`src/rtl/if_fetch_stage.sv`:
```
// if_fetch_stage: instruction fetch; owns the PC, issues word fetches, buffers replies for decode.
//   Optional macro IFETCH_PERF_CNT_EN adds perf_starve_cnt / perf_flush_cnt.
//   Ports: clk, reset (async, active-low); imem_req/imem_addr/imem_gnt request side;
//   imem_rvalid/imem_rdata response side; redirect_valid/redirect_pc from EX;
//   id_valid/id_ready/id_instr/id_pc handshake to decode.
module if_fetch_stage #(
    parameter int              XLEN     = 32,
    parameter logic [XLEN-1:0] RESET_PC = '0,
    parameter int              FQ_DEPTH = 2
) (
    input  logic            clk,
    input  logic            reset,
    output logic            imem_req,
    output logic [XLEN-1:0] imem_addr,
    input  logic            imem_gnt,
    input  logic            imem_rvalid,
    input  logic [31:0]     imem_rdata,
    input  logic            redirect_valid,
    input  logic [XLEN-1:0] redirect_pc,
    output logic            id_valid,
    input  logic            id_ready,
    output logic [31:0]     id_instr,
    output logic [XLEN-1:0] id_pc
`ifdef IFETCH_PERF_CNT_EN
    ,
    output logic [31:0]     perf_starve_cnt,
    output logic [31:0]     perf_flush_cnt
`endif
);
    localparam int AW = $clog2(FQ_DEPTH);
    localparam int CW = $clog2(FQ_DEPTH + 1);
    localparam logic [CW-1:0] FULL = CW'(FQ_DEPTH);
    typedef enum logic [1:0] {IDLE, WAIT, DISCARD} state_t;
    state_t          state, state_nx;
    logic [XLEN-1:0] fetch_pc, req_pc;
    logic [XLEN-1:0] q_pc [FQ_DEPTH];
    logic [31:0]     q_instr [FQ_DEPTH];
    logic [AW-1:0]   head, tail;
    logic [CW-1:0]   count;
    logic            grant, push, pop;
    logic            unused_bits;
    assign unused_bits = ^redirect_pc[1:0];
    // Gated with reset so nothing is requested while held in reset.
    assign imem_req  = reset && state == IDLE && count < FULL && !redirect_valid;
    assign imem_addr = fetch_pc;
    assign grant     = imem_req && imem_gnt;
    // A redirect kills both the same-cycle push and pop.
    assign push      = imem_rvalid && state == WAIT && !redirect_valid;
    assign pop       = id_valid && id_ready && !redirect_valid;
    assign id_valid  = count != '0;
    assign id_pc     = q_pc[head];
    assign id_instr  = q_instr[head];
    always_comb begin
        state_nx = state;
        case (state)
            IDLE:    state_nx = grant ? WAIT : IDLE;
            WAIT:    state_nx = imem_rvalid ? IDLE : (redirect_valid ? DISCARD : WAIT);
            DISCARD: state_nx = imem_rvalid ? IDLE : DISCARD;
            default: state_nx = IDLE;
        endcase
    end
    always_ff @(posedge clk or negedge reset) begin
        if (!reset) begin
            state    <= IDLE;
            fetch_pc <= RESET_PC;
            req_pc   <= '0;
            head     <= '0;
            tail     <= '0;
            count    <= '0;
        end else begin
            state <= state_nx;
            if (redirect_valid) begin
                fetch_pc <= {redirect_pc[XLEN-1:2], 2'b00};
                head     <= '0;
                tail     <= '0;
                count    <= '0;
            end else begin
                if (grant) begin
                    fetch_pc <= fetch_pc + XLEN'(4);
                    req_pc   <= fetch_pc;
                end
                if (push) tail <= tail + AW'(1);
                if (pop) head <= head + AW'(1);
                count <= count + CW'(push) - CW'(pop);
            end
        end
    end
    always_ff @(posedge clk) begin
        if (push) begin
            q_pc[tail]    <= req_pc;
            q_instr[tail] <= imem_rdata;
        end
    end
    // Issue is gated on free space, so a push into a full queue means broken gating.
    assert property (@(posedge clk) disable iff (!reset) !(push && count == FULL));
`ifdef IFETCH_PERF_CNT_EN
    always_ff @(posedge clk or negedge reset) begin
        if (!reset) begin
            perf_starve_cnt <= '0;
            perf_flush_cnt  <= '0;
        end else begin
            if (id_ready && !id_valid && !redirect_valid && perf_starve_cnt != '1)
                perf_starve_cnt <= perf_starve_cnt + 32'd1;
            if (redirect_valid && (count != '0 || state != IDLE) && perf_flush_cnt != '1)
                perf_flush_cnt <= perf_flush_cnt + 32'd1;
        end
    end
`endif
endmodule

```
`config.mk`:
```
export PLATFORM = sky130hd
export DESIGN_NAME = if_fetch_stage
export DESIGN_NICKNAME = d
export VERILOG_FILES = /design/src/rtl/if_fetch_stage.sv
export SDC_FILE = /design/constraint.sdc
export NUM_CORES = 1
export LEC_CHECK = 0
export CAP_MARGIN = 0
export CORE_MARGIN = 2
export CORE_UTILIZATION = 57
export DETAILED_ROUTE_END_ITERATION = 10
export DONT_BUFFER_PORTS = 1
export MAX_ROUTING_LAYER = met4
export PLACE_DENSITY_LB_ADDON = 0.2
export SYNTH_ARGS = -nofsm -noshare
export SYNTH_HDL_FRONTEND = slang
export SYNTH_SLANG_ARGS = --single-unit
```
`constraint.sdc`:
```
create_clock -name clk -period 5.4 [get_ports clk]
set_clock_uncertainty 0.1 [all_clocks]
set_input_delay 1.62 -clock clk [delete_from_list [all_inputs] [get_ports clk]]
set_output_delay 1.62 -clock clk [all_outputs]
set_load 0.01 [all_outputs]
```
==> metrics.log, run 1 <==
INFO  metric proportion_of_synthesized_chip_area_in_sequential_cells = 69.6%
INFO  metric setup_slack = 1.42 ns
INFO  metric yosys-top-cells-count = nand2_1, edfxtp_1, dfrtp_1, mux2_2, nand3_1
INFO  metric ant_diodes = 0
INFO  metric antenna_violating_nets_post_route = 0
INFO  metric grtUsageTotal = 22.8%
INFO  metric clock_latency = 0.43 ns
INFO  metric cts_post_setup_buffers_inserted = 0
INFO  metric worstPathArrival = 2.26 ns
INFO  metric finalNetCount = 640
INFO  metric multi_input_comb_area = 2230 sq um
INFO  metric tns = 0 ns
INFO  metric crit_required = 3.68 ns
INFO  metric post_synth_inst_count = 568
INFO  metric number_of_global_route_vias_before_repair = 4574
INFO  metric post-place-cells = 724
INFO  metric antenna_found_initial = 0
INFO  metric cts.hold.buffers_added = 0
INFO  metric routed_wire_length_per_instance = 20.4 microns
INFO  metric cts_inserted_buffers = 17
INFO  metric initial_core_util = 58.3%
INFO  metric critPathBufInv = 0
INFO  metric critical_path_peak_fanout = 42
INFO  metric io_buffers = 0
INFO  metric total_power = 3250 uW
INFO  metric power_per_standard_cell_area = 383 nW/um^2
INFO  metric grt_start_max_net_pins = 70
INFO  metric clock_path_buffers = 2
INFO  metric worstSetupEndpointType = output port
INFO  metric cpPeakStageDelay = 0.39 ns
INFO  metric firstDrtPassIters = 6
INFO  metric ys_types = 48
INFO  metric dieHeight = 120 microns
INFO  metric gr-total-overflow = 0
INFO  metric netlist.top_cell.by_area = edfxtp_1
INFO  metric tritoncts = built
INFO  metric top_level_ports = 168
INFO  metric die_area = 14500 sq um
INFO  metric cts.htree.levels = 4
INFO  metric clkSinkCount = 190
INFO  metric sequential_cell_area = 5380 sq um
INFO  metric synth_enable_flop_cells = 124
INFO  metric dr.first_iter.drc_count = 466
INFO  metric timing.max_slew.rel_slack = 40.5%
INFO  metric clk_transition_reported_paths = 0.07 ns
INFO  metric row_count = 42
INFO  metric final_min_period_over_clock_period = 73.6%
INFO  metric dp_hpwl = 9670 microns
INFO  metric cts.repair.resized = 0
INFO  metric die_x = 120 microns
INFO  metric dominantRegCellSynth = edfxtp_1
INFO  metric synthesis.area_per_instance = 13.6 sq um
INFO  metric finalHoldViolCount = 0
INFO  metric finish.cell_count_without_fillers = 756
INFO  metric syn_to_final_growth = 9.95%
INFO  metric hold_path.class = reg -> reg
INFO  metric post-synth-top-area-fraction = 48.2%
INFO  metric worst_ir_drop_vdd = 0.192 mV
INFO  metric syn_area = 7720 sq um
INFO  metric worstSetupStartpointType = input port
INFO  metric critical_path.cell_chain = nor4_1 -> and2_1
INFO  metric cts_root_buf = clkbuf_16
INFO  metric worst_margin_pin_slew = 0.892 ns
INFO  metric setup_viol = 0
INFO  metric core_area = 13200 sq um
INFO  metric path_class = in -> out
INFO  metric final.fill_count = 985
INFO  metric ys_ff_latch = 190
INFO  metric routabilityCongestion = 0.804
INFO  metric ys_warn_count = 0
INFO  metric internal_reg_to_reg_setup_slack = 2.91 ns
INFO  metric ys_async_sr_fraction = 34.7%
INFO  metric cpLargestDelayFamily = simple AND/OR/NAND/NOR gates
INFO  metric timing.final.max_slew_violations = 0
INFO  metric routed-via-count = 4543
INFO  metric post_synth_main_area_contributors = edfxtp_1, dfrtp_1, mux2_2
INFO  metric grt_first_pass_wirelength = 24400 microns
INFO  metric clock_period_minus_worst_slack = 3.98 ns
INFO  metric status = finished clean
INFO  metric grt_setup_unrepaired = false
INFO  metric total_leakage_power = 0.00319 uW
INFO  metric finalWirelength = 15400 microns
INFO  metric drc_errors = 0
INFO  metric peak_freq = 251 MHz
INFO  metric yosys.cell_count.top_type = nand2_1
INFO  metric critical_path.slowest_cell = nor4_1
INFO  metric final_util = 64.1%
INFO  metric drive_gt1_share = 18.1%
INFO  metric timing.max_cap.violations = 0
INFO  metric viasPerCell = 6.01
INFO  metric dpl_worst_slack = 1.43 ns
## metrics by stage
step	cell area, sq um	hold WS (ns)
after global routing	8490	0.377
after floorplan	7730	0.342
after global placement	7870	0.350
after CTS	8490	0.367
final	8490	0.368
after detailed placement	7870	0.351
## flip-flops by register name (all words and copies together), names as in the netlist
signal / cells
count: 2
req_pc: 30
tail: 1
imem_addr: 30
q_pc: 60
q_instr: 64
head: 1
state: 2
## cells by family after synthesis
family,after synthesis,share of synthesized area (%)
AOI/OAI and AO/OA,54,5.02
xor gates and xnor gates,4,0.454
adders and majority gates,3,0.486
buffers and inverters,31,1.90
DFF,190,69.6
muxes,64,9.30
other,1,0.0486
and+or+nand+nor,221,13.2
## cells in the final DEF (no fill, tap or decap), types with 2 or more instances in the layout
master	instances
a21oi_1	4
a221o_1	6
a31oi_1	3
a32oi_1	2
and2_1	4
and3_1	3
buf_4	4
bufinv_16	3
clkbuf_1	3
clkbuf_16	19
clkinv_2	3
clkinvlp_4	2
conb_1	4
dfrtp_1	65
edfxtp_1	124
ha_1	3
inv_1	4
mux2_2	62
mux2i_1	2
nand2_1	129
nand3_1	25
nand4_1	13
nor2_1	22
nor2_4	2
nor2b_1	4
nor3_1	3
nor4_1	2
nor4_4	2
o211ai_1	13
o21ai_0	2
o21ai_1	11
o311ai_1	5
o31a_1	2
or3_1	3
xor2_1	3
## final cells by class
cell class	instances	share of cell area, %
clock buffers	22	5.73
clock inverters	10	1.56
inverters	4	0.177
multi-input cells	350	26.3
flip-flops and latches	190	63.3
well taps	176	2.59
repair buffers	4	0.354
## final timing paths
kind                                 from            end  cells past startpoint
min                            req_pc[16]    q_pc[1][16]                      0
max reg2reg                  imem_addr[2]  imem_addr[26]                      6
max in group asynchronous           reset           head                      0
min reg2reg                    req_pc[16]    q_pc[1][16]                      0
max                        redirect_valid       imem_req                      2
min in group asynchronous           reset     req_pc[17]                      0
## power by group
| part | switching, uW | leakage [uW] | internal (uW) |
|---|---|---|---|
| Clock | 512 | 0.000298 | 782 |
| Combinational | 106 | 0.000942 | 76.9 |
| Sequential | 106 | 0.00195 | 1670 |
## routing by layer
metal  vias up  part of all wire, %  global-route usage, %
li1       2071                    -                      -
met1      2247                   41                   28.6
met2       200                   48                   35.0
met3        25                  8.4                   6.65
met4         0                  2.4                   9.67
met5         -                    0                      -
Note: power is estimated with default switching activity, not from simulation.
==> run 2, diff against run 1 <==
- ABC_AREA: not set -> 1
- clock period: 5.4 -> 3.3 ns (I/O delays scaled with it)
==> run 2 against run 1 <==
  * Worst setup slack got worse by 0.86 ns
  * Combinational power grew 120%
  * Area after synthesis increased by 7.1%
  * Count of clock-buffer cells in the layout rose by 1
  * Wire length grew 13%
  * Via count grew 21%
  * Power grew 66%
  * Critical path type is now reg -> out
  * Highest routed layer unchanged
==> metrics.log, run 2 <==
INFO  metric dp_hpwl = 12000 microns (+24%)
INFO  metric post_synth_inst_count = 845 (+49%)
INFO  metric reg.largest.list = q_instr (64), q_pc (60)
INFO  metric largest_reg_flops = 64 (unchanged)
INFO  metric sequential_cell_area = 5380 sq um (unchanged)
INFO  metric routabilityCongestion = 0.916 (+14%)
INFO  metric setup.worst_path.start = head
INFO  metric clock_latency = 0.42 ns (about the same)
INFO  metric post_synth_main_area_contributors = edfxtp_1, dfrtp_1, nand2_1
INFO  metric antenna_violating_nets_post_route = 0 (unchanged)
INFO  metric yosys.area_share.simple = 23.3% (+10 points)
INFO  metric post-place-cells = 1007 (+39%)
INFO  metric mostFrequentLayoutCells = nand2_1, edfxtp_1, dfrtp_1, inv_1, nor2_1
INFO  metric die_x = 124 microns (+3.4%)
INFO  metric initial_core_util = 57.6% (-0.75 points)
INFO  metric synth-compound-area-share = 4.79% (-0.23 points)
INFO  metric syn_to_final_growth = 9.39%
INFO  metric drive_gt1_share = 9.01% (-9.1 points)
INFO  metric finalNetCount = 915 (+43%)
INFO  metric worst_setup_path_end = id_pc[21]
INFO  metric ys_async_sr_fraction = 34.7% (unchanged)
INFO  metric proportion_of_synthesized_chip_area_in_sequential_cells = 65.0% (-4.6 points)
INFO  metric layout_commonest_cell = nand2_1
INFO  metric clock_period_minus_worst_slack = 2.74 ns
INFO  metric top_level_ports = 168 (unchanged)
INFO  metric core_area = 14400 sq um (+8.5%)
INFO  metric number_of_global_route_vias_before_repair = 5463 (+19%)
INFO  metric finalHoldViolCount = 0 (unchanged)
INFO  metric worstSetupStartpointType = register
INFO  metric cts.hold.buffers_added = 0 (unchanged)
INFO  metric dr.first_iter.drc_count = 361 (-23%)
INFO  metric yosys.cell_count.top_type = nand2_1
INFO  metric multi_input_comb_area = 2470 sq um (+11%)
INFO  metric dieHeight = 124 microns (+3.4%)
INFO  metric routed_wire_length_per_instance = 16.8 microns (-18%)
INFO  metric dpl_worst_slack = 0.847 ns (-0.584 ns)
INFO  metric hold_path.class = in -> async
INFO  metric yosys-top-cells-count = nand2_1, edfxtp_1, dfrtp_1, inv_1, nor2_1
INFO  metric r2r-end = count[1]
INFO  metric routed-via-count = 5502 (+21%)
INFO  metric netlist.top_cell.by_area = edfxtp_1
INFO  metric total_leakage_power = 0.00384 uW (+20%)
INFO  metric firstDrtPassIters = 5 (-1)
INFO  metric finalWirelength = 17400 microns (+13%)
INFO  metric worstPathArrival = 1.65 ns (-0.61 ns)
INFO  metric cts.repair.resized = 0 (unchanged)
INFO  metric peak_freq = 365 MHz
INFO  metric cts_inserted_buffers = 17 (unchanged)
INFO  metric crit_required = 2.21 ns (-1.47 ns)
INFO  metric synth-adder-area-share = 0.454% (-0.032 points)
INFO  metric r2r_start = state[1]
INFO  metric tritoncts = built
INFO  metric internal_reg_to_reg_setup_slack = 1.40 ns (-1.51 ns)
INFO  metric final_min_period_over_clock_period = 82.9%
INFO  metric gr-total-overflow = 0 (unchanged)
INFO  metric viasPerCell = 5.30 (-12%)
INFO  metric grt_first_pass_wirelength = 28500 microns (+17%)
INFO  metric post_synth_xor_area_fraction = 0.953% (+0.50 points)
INFO  metric critical_path_peak_fanout = 62 (+48%)
INFO  metric grt_start_max_net_pins = 69 (-1.4%)
INFO  metric grt_setup_unrepaired = false
INFO  metric timing.max_slew.rel_slack = 53.1% (+13 points)
INFO  metric worst_margin_pin_slew = 0.702 ns (-0.190 ns)
INFO  metric antenna_found_initial = 0 (unchanged)
INFO  metric setup_viol = 0 (unchanged)
INFO  metric ys_ff_latch = 190 (unchanged)
INFO  metric multiplexer_area_fraction_after_synthesis = 0% (-9.3 points)
INFO  metric dominantRegCellSynth = edfxtp_1
INFO  metric io_buffers = 0 (unchanged)
INFO  metric final_util = 63.0% (-1.1 points)
INFO  metric largest-register = q_instr
INFO  metric busiest_layer = met2
INFO  metric worstSetupEndpointType = output port
INFO  metric final.fill_count = 1178 (+20%)
INFO  metric syn_area = 8270 sq um (+7.1%)
INFO  metric tns = 0 ns (unchanged)
INFO  metric power_per_standard_cell_area = 597 nW/um^2 (+56%)
INFO  metric ff2ff_path_depth = 9 (+3)
INFO  metric cts_root_buf = clkbuf_16
INFO  metric cts_post_setup_buffers_inserted = 0 (unchanged)
INFO  metric ant_diodes = 0 (unchanged)
INFO  metric setup_slack = 0.564 ns (-0.859 ns)
INFO  metric synth_enable_flop_cells = 124 (unchanged)
INFO  metric main_combinational_cell_family_by_area_after_synthesis = simple AND/OR/NAND/NOR gates
INFO  metric cts.htree.levels = 4 (unchanged)
INFO  metric post-synth-top-area-fraction = 45.0% (-3.2 points)
INFO  metric clkSinkCount = 190 (unchanged)
INFO  metric drc_errors = 0 (unchanged)
INFO  metric grt.met2_usage = 37.2% (+2.2 points)
INFO  metric worst_ir_drop_vdd = 0.351 mV (+83%)
INFO  metric timing.final.max_slew_violations = 0 (unchanged)
INFO  metric finish.cell_count_without_fillers = 1039 (+37%)
INFO  metric globalRouteMet3Util = 7.00% (+0.35 points)
INFO  metric grt_use_met1 = 30.8% (+2.1 points)
INFO  metric timing.max_cap.violations = 0 (unchanged)
INFO  metric synthesis.area_per_instance = 9.79 sq um (-28%)
INFO  metric clock_path_buffers = 2 (unchanged)
INFO  metric ys_warn_count = 0 (unchanged)
INFO  metric die_area = 15500 sq um (+6.9%)
INFO  metric ys_types = 30 (-38%)
INFO  metric grtUsageTotal = 24.1% (+1.3 points)
INFO  metric row_count = 44 (+4.8%)
INFO  metric path_class = reg -> out
INFO  metric status = finished clean
INFO  metric clk_transition_reported_paths = 0.07 ns (about the same)
[run 2: cell count changes after synthesis, moves of 10 or more]
cell	delta
inv_1	+53
nand2_1	+237
clkinv_1	+13
nand4_1	-12
nor2_1	+21
o21ai_0	+16
o21ai_2	+10
mux2_2	-62
o21ai_1	+16
[run 2: cell families (layout without fill, tap and decap cells)]
kind of cell / Yosys count / after routing
AOI/OAI and AO/OA: 68 / 68
xor gates and xnor gates: 9 / 9
adders and majority gates: 3 / 3
buffers and inverters: 105 / 112
DFF: 190 / 190
other: 1 / 4
and+or+nand+nor: 469 / 469
[run 2: through the flow]
| step | cell area (sq um) | power (uW) | hold slack (ns) |
|---|---|---|---|
| 6_report | 9050 | 5400 | 0.154 |
| 5_1_grt | 9050 | 5630 | 0.132 |
| 4_1_cts | 9050 | 5450 | 0.139 |
| 3_5_place_dp | 8430 | 3360 | 0.355 |
| 3_3_place_gp | 8430 | 3340 | 0.350 |
| 2_1_floorplan | 8300 | 3240 | 0.342 |
[run 2: report_power, final]
group          switching (uW)  internal (uW)  total (uW)
logic                     277            129         405
clock network             824           1260        2090
registers                 176           2740        2910
[run 2: area by class of cell]
type | instances | area share, %
clock buffers | 23 | 5.75
clock inverters | 9 | 1.12
inverters | 74 | 3.07
multi-input cells | 553 | 27.3
flip-flops and latches | 190 | 59.4
well taps | 184 | 2.54
repair buffers | 6 | 0.774
[run 2: layer usage]
metal	wire, microns	part of all wire, %	up-vias
met4	309	1.8	0
met2	8310	48	189
met3	1370	7.9	21
li1	-	-	2706
met1	7440	43	2586
met5	0	0	-
[run 2: worst min path at each step]
stage | start | cells after the start | end | slack (ns)
after CTS | reset | 0 | imem_addr[2] | 0.14
after global placement | req_pc[4] | 0 | q_pc[0][4] | 0.35
after global routing | reset | 0 | imem_addr[24] | 0.13
final | reset | 0 | imem_addr[2] | 0.15
after floorplan | req_pc[10] | 0 | q_pc[0][10] | 0.34
after detailed placement | req_pc[16] | 0 | q_pc[1][16] | 0.36
[run 2: critical path, cell delays in order, from the launching register on]
cell and delay [ns]:
dfrtp_2 0.37, buf_4 0.51, nand2_1 0.13, nand2_1 0.16
